**src/rtl/ins_encoder.sv**
```systemverilog
// RV32I field packer streaming encoded words to the instruction-memory loader.
// Define INS_ENCODER_RANGE_CHECK_EN to flag immediates outside the format range.
module ins_encoder #(
    parameter int ADDR_W    = 10,
    parameter int DEPTH     = 256,
    parameter int BASE_ADDR = 0
) (
    input  logic              clk,
    input  logic              rst,
    input  logic              start,
    input  logic              in_valid,
    output logic              in_ready,
    input  logic [2:0]        fmt,
    input  logic [6:0]        opcode,
    input  logic [4:0]        rd,
    input  logic [2:0]        funct3,
    input  logic [4:0]        rs1,
    input  logic [4:0]        rs2,
    input  logic [6:0]        funct7,
    input  logic [31:0]       imm,
    output logic              out_valid,
    input  logic              out_ready,
    output logic [31:0]       ins,
    output logic [ADDR_W-1:0] addr,
    output logic              done,
    output logic              err
);

    localparam int CW = $clog2(DEPTH + 1);
    localparam logic [CW-1:0] LAST = CW'(DEPTH - 1);
    localparam logic [ADDR_W-1:0] BASE = ADDR_W'(BASE_ADDR);
    localparam logic [31:0] NOP = 32'h0000_0013;

    typedef enum logic [1:0] {
        S_IDLE,
        S_LOAD,
        S_DONE
    } state_t;

    state_t        state;
    state_t        state_d;
    logic [CW-1:0] count;
    logic [31:0]   word;
    logic          bad;
    logic          rdy;
    logic          in_xfer;
    logic          out_xfer;
    logic          begin_load;

    assign in_xfer    = in_valid && rdy;
    assign out_xfer   = out_valid && out_ready;
    assign begin_load = start && (state != S_LOAD);
    assign in_ready   = rdy;
    assign done       = (state == S_DONE);

    always_comb begin
        state_d = state;
        rdy     = 1'b0;
        unique case (state)
            S_IDLE: begin
                if (start) state_d = S_LOAD;
            end
            S_LOAD: begin
                // Hold off the last-plus-one word so a session never overruns DEPTH.
                rdy = (!out_valid || out_ready) && !(out_valid && count == LAST);
                if (out_xfer && count == LAST) state_d = S_DONE;
            end
            S_DONE: begin
                if (start) state_d = S_LOAD;
            end
            default: state_d = S_IDLE;
        endcase
    end

    always_comb begin
        word = NOP;
        bad  = 1'b0;
        unique case (fmt)
            3'd0: word = {funct7, rs2, rs1, funct3, rd, opcode};
            3'd1: word = {imm[11:0], rs1, funct3, rd, opcode};
            3'd2: word = {imm[11:5], rs2, rs1, funct3, imm[4:0], opcode};
            3'd3: word = {imm[12], imm[10:5], rs2, rs1, funct3,
                          imm[4:1], imm[11], opcode};
            3'd4: word = {imm[31:12], rd, opcode};
            3'd5: word = {imm[20], imm[10:1], imm[11], imm[19:12],
                          rd, opcode};
            default: begin
                word = NOP;
                bad  = 1'b1;
            end
        endcase
`ifdef INS_ENCODER_RANGE_CHECK_EN
        case (fmt)
            3'd1, 3'd2: bad = !((&imm[31:11]) || !(|imm[31:11]));
            3'd3: bad = !((&imm[31:12]) || !(|imm[31:12])) || imm[0];
            3'd4: bad = |imm[11:0];
            3'd5: bad = !((&imm[31:20]) || !(|imm[31:20])) || imm[0];
            default: ;
        endcase
`endif
    end

    always_ff @(posedge clk or posedge rst) begin
        if (rst) begin
            state     <= S_IDLE;
            out_valid <= 1'b0;
            ins       <= 32'd0;
            addr      <= BASE;
            err       <= 1'b0;
            count     <= '0;
        end else begin
            state <= state_d;
            if (begin_load) begin
                count     <= '0;
                err       <= 1'b0;
                addr      <= BASE;
                out_valid <= 1'b0;
            end else begin
                if (out_xfer) begin
                    count <= count + CW'(1);
                    addr  <= addr + ADDR_W'(4);
                end
                if (in_xfer) begin
                    ins       <= word;
                    err       <= err | bad;
                    out_valid <= 1'b1;
                end else if (out_xfer) begin
                    out_valid <= 1'b0;
                end
            end
        end
    end

endmodule

```
**config.mk**
```make
export PLATFORM = sky130hd
export DESIGN_NAME = ins_encoder
export DESIGN_NICKNAME = d
export VERILOG_FILES = /design/src/rtl/ins_encoder.sv
export SDC_FILE = /design/constraint.sdc
export NUM_CORES = 1
export LEC_CHECK = 0
export ABC_AREA = 1
export CAP_MARGIN = 20
export CORE_MARGIN = 2
export CORE_UTILIZATION = 39
export DETAILED_ROUTE_END_ITERATION = 12
export PLACE_DENSITY = 0.73
export SYNTH_ARGS = -nofsm -noshare
export SYNTH_HDL_FRONTEND = slang
export SYNTH_SLANG_ARGS = --single-unit
```
**constraint.sdc**
```tcl
create_clock -name clk -period 1.94 [get_ports clk]
set_input_delay 0.388 -clock clk [delete_from_list [all_inputs] [get_ports clk]]
set_output_delay 0.388 -clock clk [all_outputs]
set_load 0.005 [all_outputs]
```
# [Yosys cells after proc, flatten, opt, wreduce, memory -nomap -nowiden]
# Cells that the tools add are included.
[totals] register_bits=55 latch_bits=0 ram_bits=0 romBits=0 output_inout_bits=46 wordCells=54 n_memories=0
[op_classes] addsub=2 multipliers=0 div=0 magnitude_cmp=0 eq_ne=11 shift=0 n_mux=15 n_bitwise=2 n_reduce_logical=18
[op_table] operator="32-bit one-hot mux with 6 select lines" n=1
[op_table] operator="10-bit 2-to-1 mux" n=2
[op_table] operator="9-bit 2-to-1 mux" n=2
[op_table] operator="10-bit by 3-bit adder with 10-bit output (second input constant)" n=1
[op_table] operator="9-bit by 1-bit adder with 9-bit output (second input constant)" n=1
[op_table] operator="9-bit by 8-bit equality test with 1-bit output (second input constant)" n=1
[op_table] operator="1-bit 2-to-1 mux" n=7
[op_table] operator="3-bit by 2-bit equality test with 1-bit output (second input constant)" n=2
[op_table] operator="3-bit equality test (second input constant)" n=2
[op_table] operator="1-bit logical AND" n=6
[op_table] operator="6-bit OR reduction" n=1
[op_table] operator="2-bit 2-to-1 mux" n=2
[op_table] operator="2-bit by 1-bit inequality test with 1-bit output (second input constant)" n=2
[op_table] operator="2-bit one-hot mux with 2 select lines" n=1
[op_table] operator="2-bit AND reduction" n=2
[op_table] operator="2-bit nonzero test" n=2
[op_table] operator="3-bit by 1-bit equality test with 1-bit output (second input constant)" n=1
[op_table] operator="3-bit zero test" n=1
[op_table] operator="3-bit nonzero test" n=1
[op_table] operator="2-bit by 1-bit equality test with 1-bit output (second input constant)" n=1
[op_table] operator="2-bit equality test (second input constant)" n=1
[op_table] operator="1-bit zero test" n=2
[op_table] operator="2-bit zero test" n=1
[op_table] operator="2-bit inequality test (second input constant)" n=1
[op_table] operator="other kinds (4)" n=4

# [Longest topological paths before layout]
# Gate-level depths: netlist (run 1).
[depth] word_depth=8 ltp_mapped=13 depth_no_buf=12

# [Least setup slack after synthesis (run 1)]
# Ideal clock, no wire load.
[synth_path] kind="register -> register" from="register count[0]" to="register out_valid" setup_time_ns=0.120 arrival_ns=1.528 required_ns=1.820 setup_slack_ns=0.292 path_stages_with_launch=11 path_buffers=1 synth_period_minus_slack_ns=1.648 path_cell_list="dfrtp_1 > ha_1 > nand2_1 > nor4_1 > ha_1 > nand2_1 > nand3_2 > inv_2 > nand2_4 > buf_2 > nand2_1"
[synth_between] elab_chain_cells=8
[synth_lines] item="start, declared" line_no="42" source="logic [CW-1:0] count;"
[synth_lines] item="start signal, assigned" line_no="120" source="count <= count + CW'(1);"
[synth_lines] item="9-bit by 8-bit equality test with 1-bit output (*)" line_no="65" source="rdy = (!out_valid || out_ready) && !(out_valid && count == LAST);"
[synth_lines] item="1-bit logical AND (*)" line_no="65"
[synth_lines] item="1-bit zero test (*)" line_no="65"
[synth_lines] item="1-bit logical AND (*)" line_no="65"
[synth_lines] item="1-bit 2-to-1 mux (*)" line_no="59" source="unique case (state)"
[synth_lines] item="net in_ready" line_no="12" source="output logic in_ready,"
[synth_lines] item="1-bit logical AND (*)" line_no="50" source="assign in_xfer = in_valid && rdy;"
[synth_lines] item="1-bit 2-to-1 mux" line_no="123" source="if (in_xfer) begin"
[synth_lines] item="1-bit 2-to-1 mux" line_no="113" source="if (begin_load) begin"
[synth_lines] item="end signal, assigned" line_no="117" source="out_valid <= 1'b0;"
[synth_lines] item="end signal, assigned" line_no="126" source="out_valid <= 1'b1;"
[synth_lines] item="end signal, assigned" line_no="128" source="out_valid <= 1'b0;"
[synth_lines] item="end, declared" line_no="21" source="output logic out_valid,"
# Mark *: on every way through the listed nets, which the timed path passes. The rest lies on a longest branch.
# A chain may end at the register's enable or synchronous reset.

# [Worst setup path after layout (run 1)]
[layout_path] from="register count[1]" to="output port in_ready"
[layout_between] elab_chain_cells=5
[layout_lines] item="9-bit by 8-bit equality test with 1-bit output" line_no="65"
[layout_lines] item="1-bit logical AND" line_no="65"
[layout_lines] item="1-bit zero test" line_no="65"
[layout_lines] item="1-bit logical AND" line_no="65"
[layout_lines] item="1-bit 2-to-1 mux" line_no="59"
[layout_lines] item="end, declared" line_no="12"
# Every way passes these cells.

==> out/results.ini, run 1 <==
[power_and_ir_drop]
max-vdd-ir-drop_v = 0.0003720
power.leakage_nw = 2.313
p_per_area_nw_per_um2 = 826.8

[status]
status = finished, violations left
violations = negative setup slack

[finish]
nets = 617
layout-drive-gt1-share = 0.1234
syn_to_final_growth_pct = 57.60
antennaDiodeCount = 0
fin_util = 0.6293
regArea_sq_um = 1326
fill_cells = 621
layout.cells.non_filler = 642
multi_input_area_sq_um = 1349

[worst_hold_path]
hp-class = in2async

[yosys]
synth_top_area_share = 0.4629
synthesis.area_sq_um = 2865
synth.area.top_cells = dfrtp_1 46%, nand2_1 25%, nand3_1 5.2%, inv_1 4.6%, nor2_1 3.5%
synth_top_area_cell = dfrtp_1
ys.flop_type = dfrtp_1
yosysMostFrequentCell = nand2_1
synth-seq-area-share = 0.4629
synth_edf_count = 0
yosysUniqueCellTypes = 29
syn_avg_cell_area_sq_um = 7.181
synth_commonest_cells = 188 x nand2_1, 53 x dfrtp_1, 35 x inv_1, 30 x nand3_1, 27 x nor2_1
ys_ff_latch = 53
netlist_instances = 399
async_flop_share = 1.000
synth_warnings = 0

[global_route]
grt_usage = 0.1926
grt_overflow = 0
grt_pass1_wl_microns = 12730
grt_pass1_vias = 2779
grt_max_degree = 54
grt_antenna_before_repair = 0

[die]
fp.coreArea_sq_um = 7176
die_area_sq_um = 8049
rows = 31
initial_core_util = 0.3993
ios = 118
die_w_microns = 89.72
die_h_microns = 89.72

[sta]
fin_ws_ps = -44.44
maxSlewViolCount = 0
fin_worst_skew_ps = 8.133
max_freq_ghz = 0.5039
setup-violations-final = 1
hold_viol = 0
rsz0062_at_grt = true
fin_crit_ps = 1984
holdWs_ps = 440.9
period_share = 1.023

[routing]
drc = 0
via_per_inst = 4.636
vias = 2976
wl_per_cell_microns = 12.41
dr.pass1.iters = 4
drtIter0Drc = 73
finalWirelength_microns = 7967
antenna_left = 0

[critical_path]
startpoint_type = register
cp_max_fo = 2
setup.worst_path.class = reg2out
crit_arrival_ps = 1600
crit_required_ps = 1550
end_kind = output pin

[placement]
port_buffers = 115
post-dp-hpwl_microns = 5976
routabilityCongestion = 0.8861
placedCellCount = 622

[cts]
clock_latency_ps = 300
cts-root-buf = clkbuf_8
clk_pin_slew_ps = 100
cts_buffers = 5
clock_path_buffers = 2
cts.sinks = 53
cts_tree = yes
h-tree-depth = 2

[run]
cap_violations = 0

==> routing by layer <==
metal / share of wire / routed length (microns) / GRT usage
met2: 0.48 / 3832 / 0.3157
met1: 0.43 / 3460 / 0.2573
met5: 0 / 0 / 0
met4: 0.0082 / 65 / 0.04872
met3: 0.076 / 608 / 0.04862
==> worst paths after layout <==
kind | startpoint | end | slack, ps | cells after the start
max | count[1] | in_ready | -40 | 8
min | rst | ins[2] | 440 | 3
max reg2reg | count[1] | ins[7] | 100 | 12
min reg2reg | ins[11] | ins[11] | 480 | 2
max in group asynchronous | rst | ins[0] | 1250 | 3
min in group clk | ins[11] | ins[11] | 480 | 2
==> per-stage QoR <==
stage          cell area, sq um  worst slack, ps  total power [mW]  setup TNS, ps
2_1_floorplan              2869            265.8             2.149              0
6_report                   4516           -44.44             3.733         -44.44
5_1_grt                    4516           -162.9             3.991         -167.0
3_3_place_gp               4243           -71.72             2.945         -167.5
4_1_cts                    4384           -35.85             3.656         -35.85
3_5_place_dp               4243           -147.5             2.991         -560.7
==> critical path: stages, from the launching register on <==
cell     delay, ps
dfrtp_1        380
ha_2           190
nand2_2         70
nor4_4         130
ha_2           220
nand2_2         60
nand3_2         80
inv_2           40
buf_6          100
==> placed cells by master (no fill, tap or decap), types with 2 or more instances in the layout <==
cell type | Yosys | final
clkbuf_16 | 0 | 2
nand4_1 | 5 | 5
o21bai_1 | 3 | 3
dfrtp_1 | 53 | 53
inv_1 | 35 | 33
nand2_2 | 2 | 6
nand3_1 | 30 | 30
ha_2 | 0 | 2
clkdlybuf4s50_1 | 0 | 114
nor2_4 | 2 | 2
nor2_1 | 27 | 26
inv_2 | 5 | 7
nand2_1 | 188 | 184
xor2_1 | 2 | 2
nor2_2 | 2 | 3
clkinv_2 | 0 | 2
buf_4 | 5 | 24
o21ai_0 | 10 | 10
a21oi_1 | 8 | 8
buf_12 | 0 | 3
conb_1 | 1 | 2
buf_6 | 3 | 3
clkbuf_8 | 0 | 5
==> cell families after synthesis <==
logic type / share of synthesized area
AOI/OAI and AO/OA: 0.04935
xor gates and xnor gates: 0.006115
adders and majority gates: 0.01310
buffers and inverters: 0.08603
DFF: 0.4629
other: 0.001309
and+or+nand+nor: 0.3812
==> final cells by class <==
cell class | count | share of cell area
tap | 99 | 0.02743
sequential | 53 | 0.2937
multi-input combinational | 295 | 0.2987
clock inverter | 3 | 0.003879
inverter | 40 | 0.03325
clock buffer | 5 | 0.01524
timing repair buffer | 147 | 0.3278
==> sequential cells by signal (all words and copies together), names as in the netlist <==
| signal | cells |
|---|---|
| addr | 8 |
| count | 9 |
| err | 1 |
| ins | 32 |
| out_valid | 1 |
| state | 2 |
==> repair_timing <==
| item | CTS | global route |
|---|---|---|
| setup buffers | 5 | 6 |
| resized for setup | 10 | 10 |
| hold endpoints to repair | 0 | 0 |
| hold buffers | 0 | 0 |
| endpoints found under the setup margin | 3 | 33 |
| pin swaps | 4 | 3 |
| gates cloned | 0 | 3 |
==> where the power goes <==
part           internal (mW)  switching, mW  total, mW
logic                  0.904          0.637       1.54
clock network          0.250          0.358      0.608
registers               1.38          0.206       1.58
total                   2.53           1.20       3.73
Power figures use the tool's default switching activity.
==> inputs of run 2 (changes only) <==
--- a/config.mk
+++ b/config.mk
@@ -6,11 +6,12 @@
 export NUM_CORES = 1
 export LEC_CHECK = 0
 export ABC_AREA = 1
-export CAP_MARGIN = 20
 export CORE_MARGIN = 2
 export CORE_UTILIZATION = 39
 export DETAILED_ROUTE_END_ITERATION = 12
 export PLACE_DENSITY = 0.73
+export SKIP_CTS_REPAIR_TIMING = 1
 export SYNTH_ARGS = -nofsm -noshare
 export SYNTH_HDL_FRONTEND = slang
 export SYNTH_SLANG_ARGS = --single-unit
+export TNS_END_PERCENT = 30
==> run 2 against run 1 <==
Compared with the run above: the flow still finishes with violations (negative setup slack); design area decreased by 2.9%; count of clock-buffer cells in the layout unchanged; clock skew shrank 2.3 ps; sequential power about the same; sequential share of layout area grew 0.86 points; maximum frequency rose by 0.44%; largest power group unchanged.
==> out/results.ini, run 2 (same netlist as run 1, synthesis figures left out) <==
[sta]
holdWs_ps = 439.9
fin_worst_skew_ps = 5.839
maxSlewViolCount = 0
setup-violations-final = 1
rsz0062_at_grt = true
hold_viol = 0
max_freq_ghz = 0.5061
period_share = 1.018
fin_ws_ps = -35.80
fin_crit_ps = 1976

[critical_path]
cp_max_fo = 3
crit_buf_inv = 2
worst_path_most_repeated_cell = ha_2
crit_required_ps = 1550
crit_arrival_ps = 1590
setup.worst_path.class = reg2out
r2r_setup_slack_ps = 130
cp_cell_sequence = ha_2 > nand2_4 > nor4_4 > ha_2 > nand2_2 > nand3_2 > inv_2 > clkbuf_2
cp_slowest_stage_delay_ps = 380
startpoint_type = register
slowest_stage = dfrtp_1
crit_family = adder cells
end_kind = output pin

[cts]
clock_path_buffers = 2
clock_latency_ps = 300
cts_tree = yes
cts.sinks = 53
cts-root-buf = clkbuf_8
clk_pin_slew_ps = 90
cts_buffers = 5
h-tree-depth = 2

[routing]
wl_met2_microns = 3545
finalWirelength_microns = 7616
antenna_left = 0
drc = 0
dr.pass1.iters = 5
vias = 2930
wl_met1_microns = 3394
drtIter0Drc = 120
via_per_inst = 4.621
highest_layer = met4
routed-wl-met3_microns = 591
wl_per_cell_microns = 12.01

[finish]
syn_to_final_growth_pct = 53.10
nets = 609
reg_top3 = ins (32), count (9), addr (8)
fin_util = 0.6113
layout.cells.non_filler = 634
design_area_sq_um = 4387
layout-drive-gt1-share = 0.1065
regMostFlops = ins
antennaDiodeCount = 0
largest_reg_flops = 32
final_common_cell = nand2_1
mostFrequentLayoutCells = 185 x nand2_1, 114 x clkdlybuf4s50_1, 53 x dfrtp_1, 33 x inv_1, 30 x nand3_1

[global_route]
grt_antenna_before_repair = 0
grt_pass1_wl_microns = 12580
grt_overflow = 0
grt_usage = 0.1904
grt_max_degree = 54
grt_pass1_vias = 2735

[placement]
place_area_sq_um = 4243
port_buffers = 115
place_ws_ps = -147.5
post-dp-hpwl_microns = 5976
placedCellCount = 622
routabilityCongestion = 0.8861

[status]
violations = negative setup slack
status = finished, violations left

[worst_hold_path]
hp-class = in2async

[die]
die_h_microns = 89.72
rows = 31
die_area_sq_um = 8049
initial_core_util = 0.3993
ios = 118
die_w_microns = 89.72
fp.coreArea_sq_um = 7176

[power_and_ir_drop]
max-vdd-ir-drop_v = 0.0003475
power.leakage_nw = 2.261
p_per_area_nw_per_um2 = 826.2

[run]
cap_violations = 0

-- run 2: layer usage --
layer  track usage  vias up
met5             0        -
met4       0.04872        0
met3       0.04862        7
met2        0.3093      112
met1        0.2563     1319
li1              -     1492
-- run 2: area by class of cell --
type / count / area, sq um
Clock inverter: 3 / 17.52
Tap cell: 99 / 123.9
Fill cell: 640 / 2789
Inverter: 40 / 150.1
Multi-Input combinational cell: 294 / 1329
Clock buffer: 5 / 68.82
Timing Repair Buffer: 140 / 1371
Sequential cell: 53 / 1326
-- run 2: metrics by stage --
step	total power, mW	setup TNS, ps
3_5_place_dp	2.991	-560.7
6_report	3.624	-35.80
4_1_cts	3.608	-509.1
3_3_place_gp	2.945	-167.5
5_1_grt	3.879	-108.2
2_1_floorplan	2.149	0
-- run 2: final timing paths --
path	start	end	cells after the start
worst max-delay path	count[1]	in_ready	8
worst min-delay path	rst	addr[6]	3
worst max register to register	count[1]	ins[19]	12
worst min register to register	ins[8]	ins[8]	2
max in group asynchronous	rst	ins[0]	3
min in group clk	ins[8]	ins[8]	2
-- run 2: worst min-delay path: cells and delay by family --
kind / cells / cell delay [ps]
buf+inv: 3 / 740
-- run 2: where the power goes --
group          total, mW  switching (mW)  internal, mW
Combinational       1.43           0.599         0.828
Clock              0.608           0.358         0.250
Sequential          1.59           0.210          1.38
Total               3.62            1.17          2.46
==> inputs of run 3 (changes only) <==
--- a/config.mk
+++ b/config.mk
@@ -11,6 +11,7 @@
 export DETAILED_ROUTE_END_ITERATION = 12
 export PLACE_DENSITY = 0.73
 export SKIP_CTS_REPAIR_TIMING = 1
+export SKIP_LAST_GASP = 1
 export SYNTH_ARGS = -nofsm -noshare
 export SYNTH_HDL_FRONTEND = slang
 export SYNTH_SLANG_ARGS = --single-unit
==> results of run 3 <==
Same layout as run 2: the final DEF is identical, and so are final timing and power.
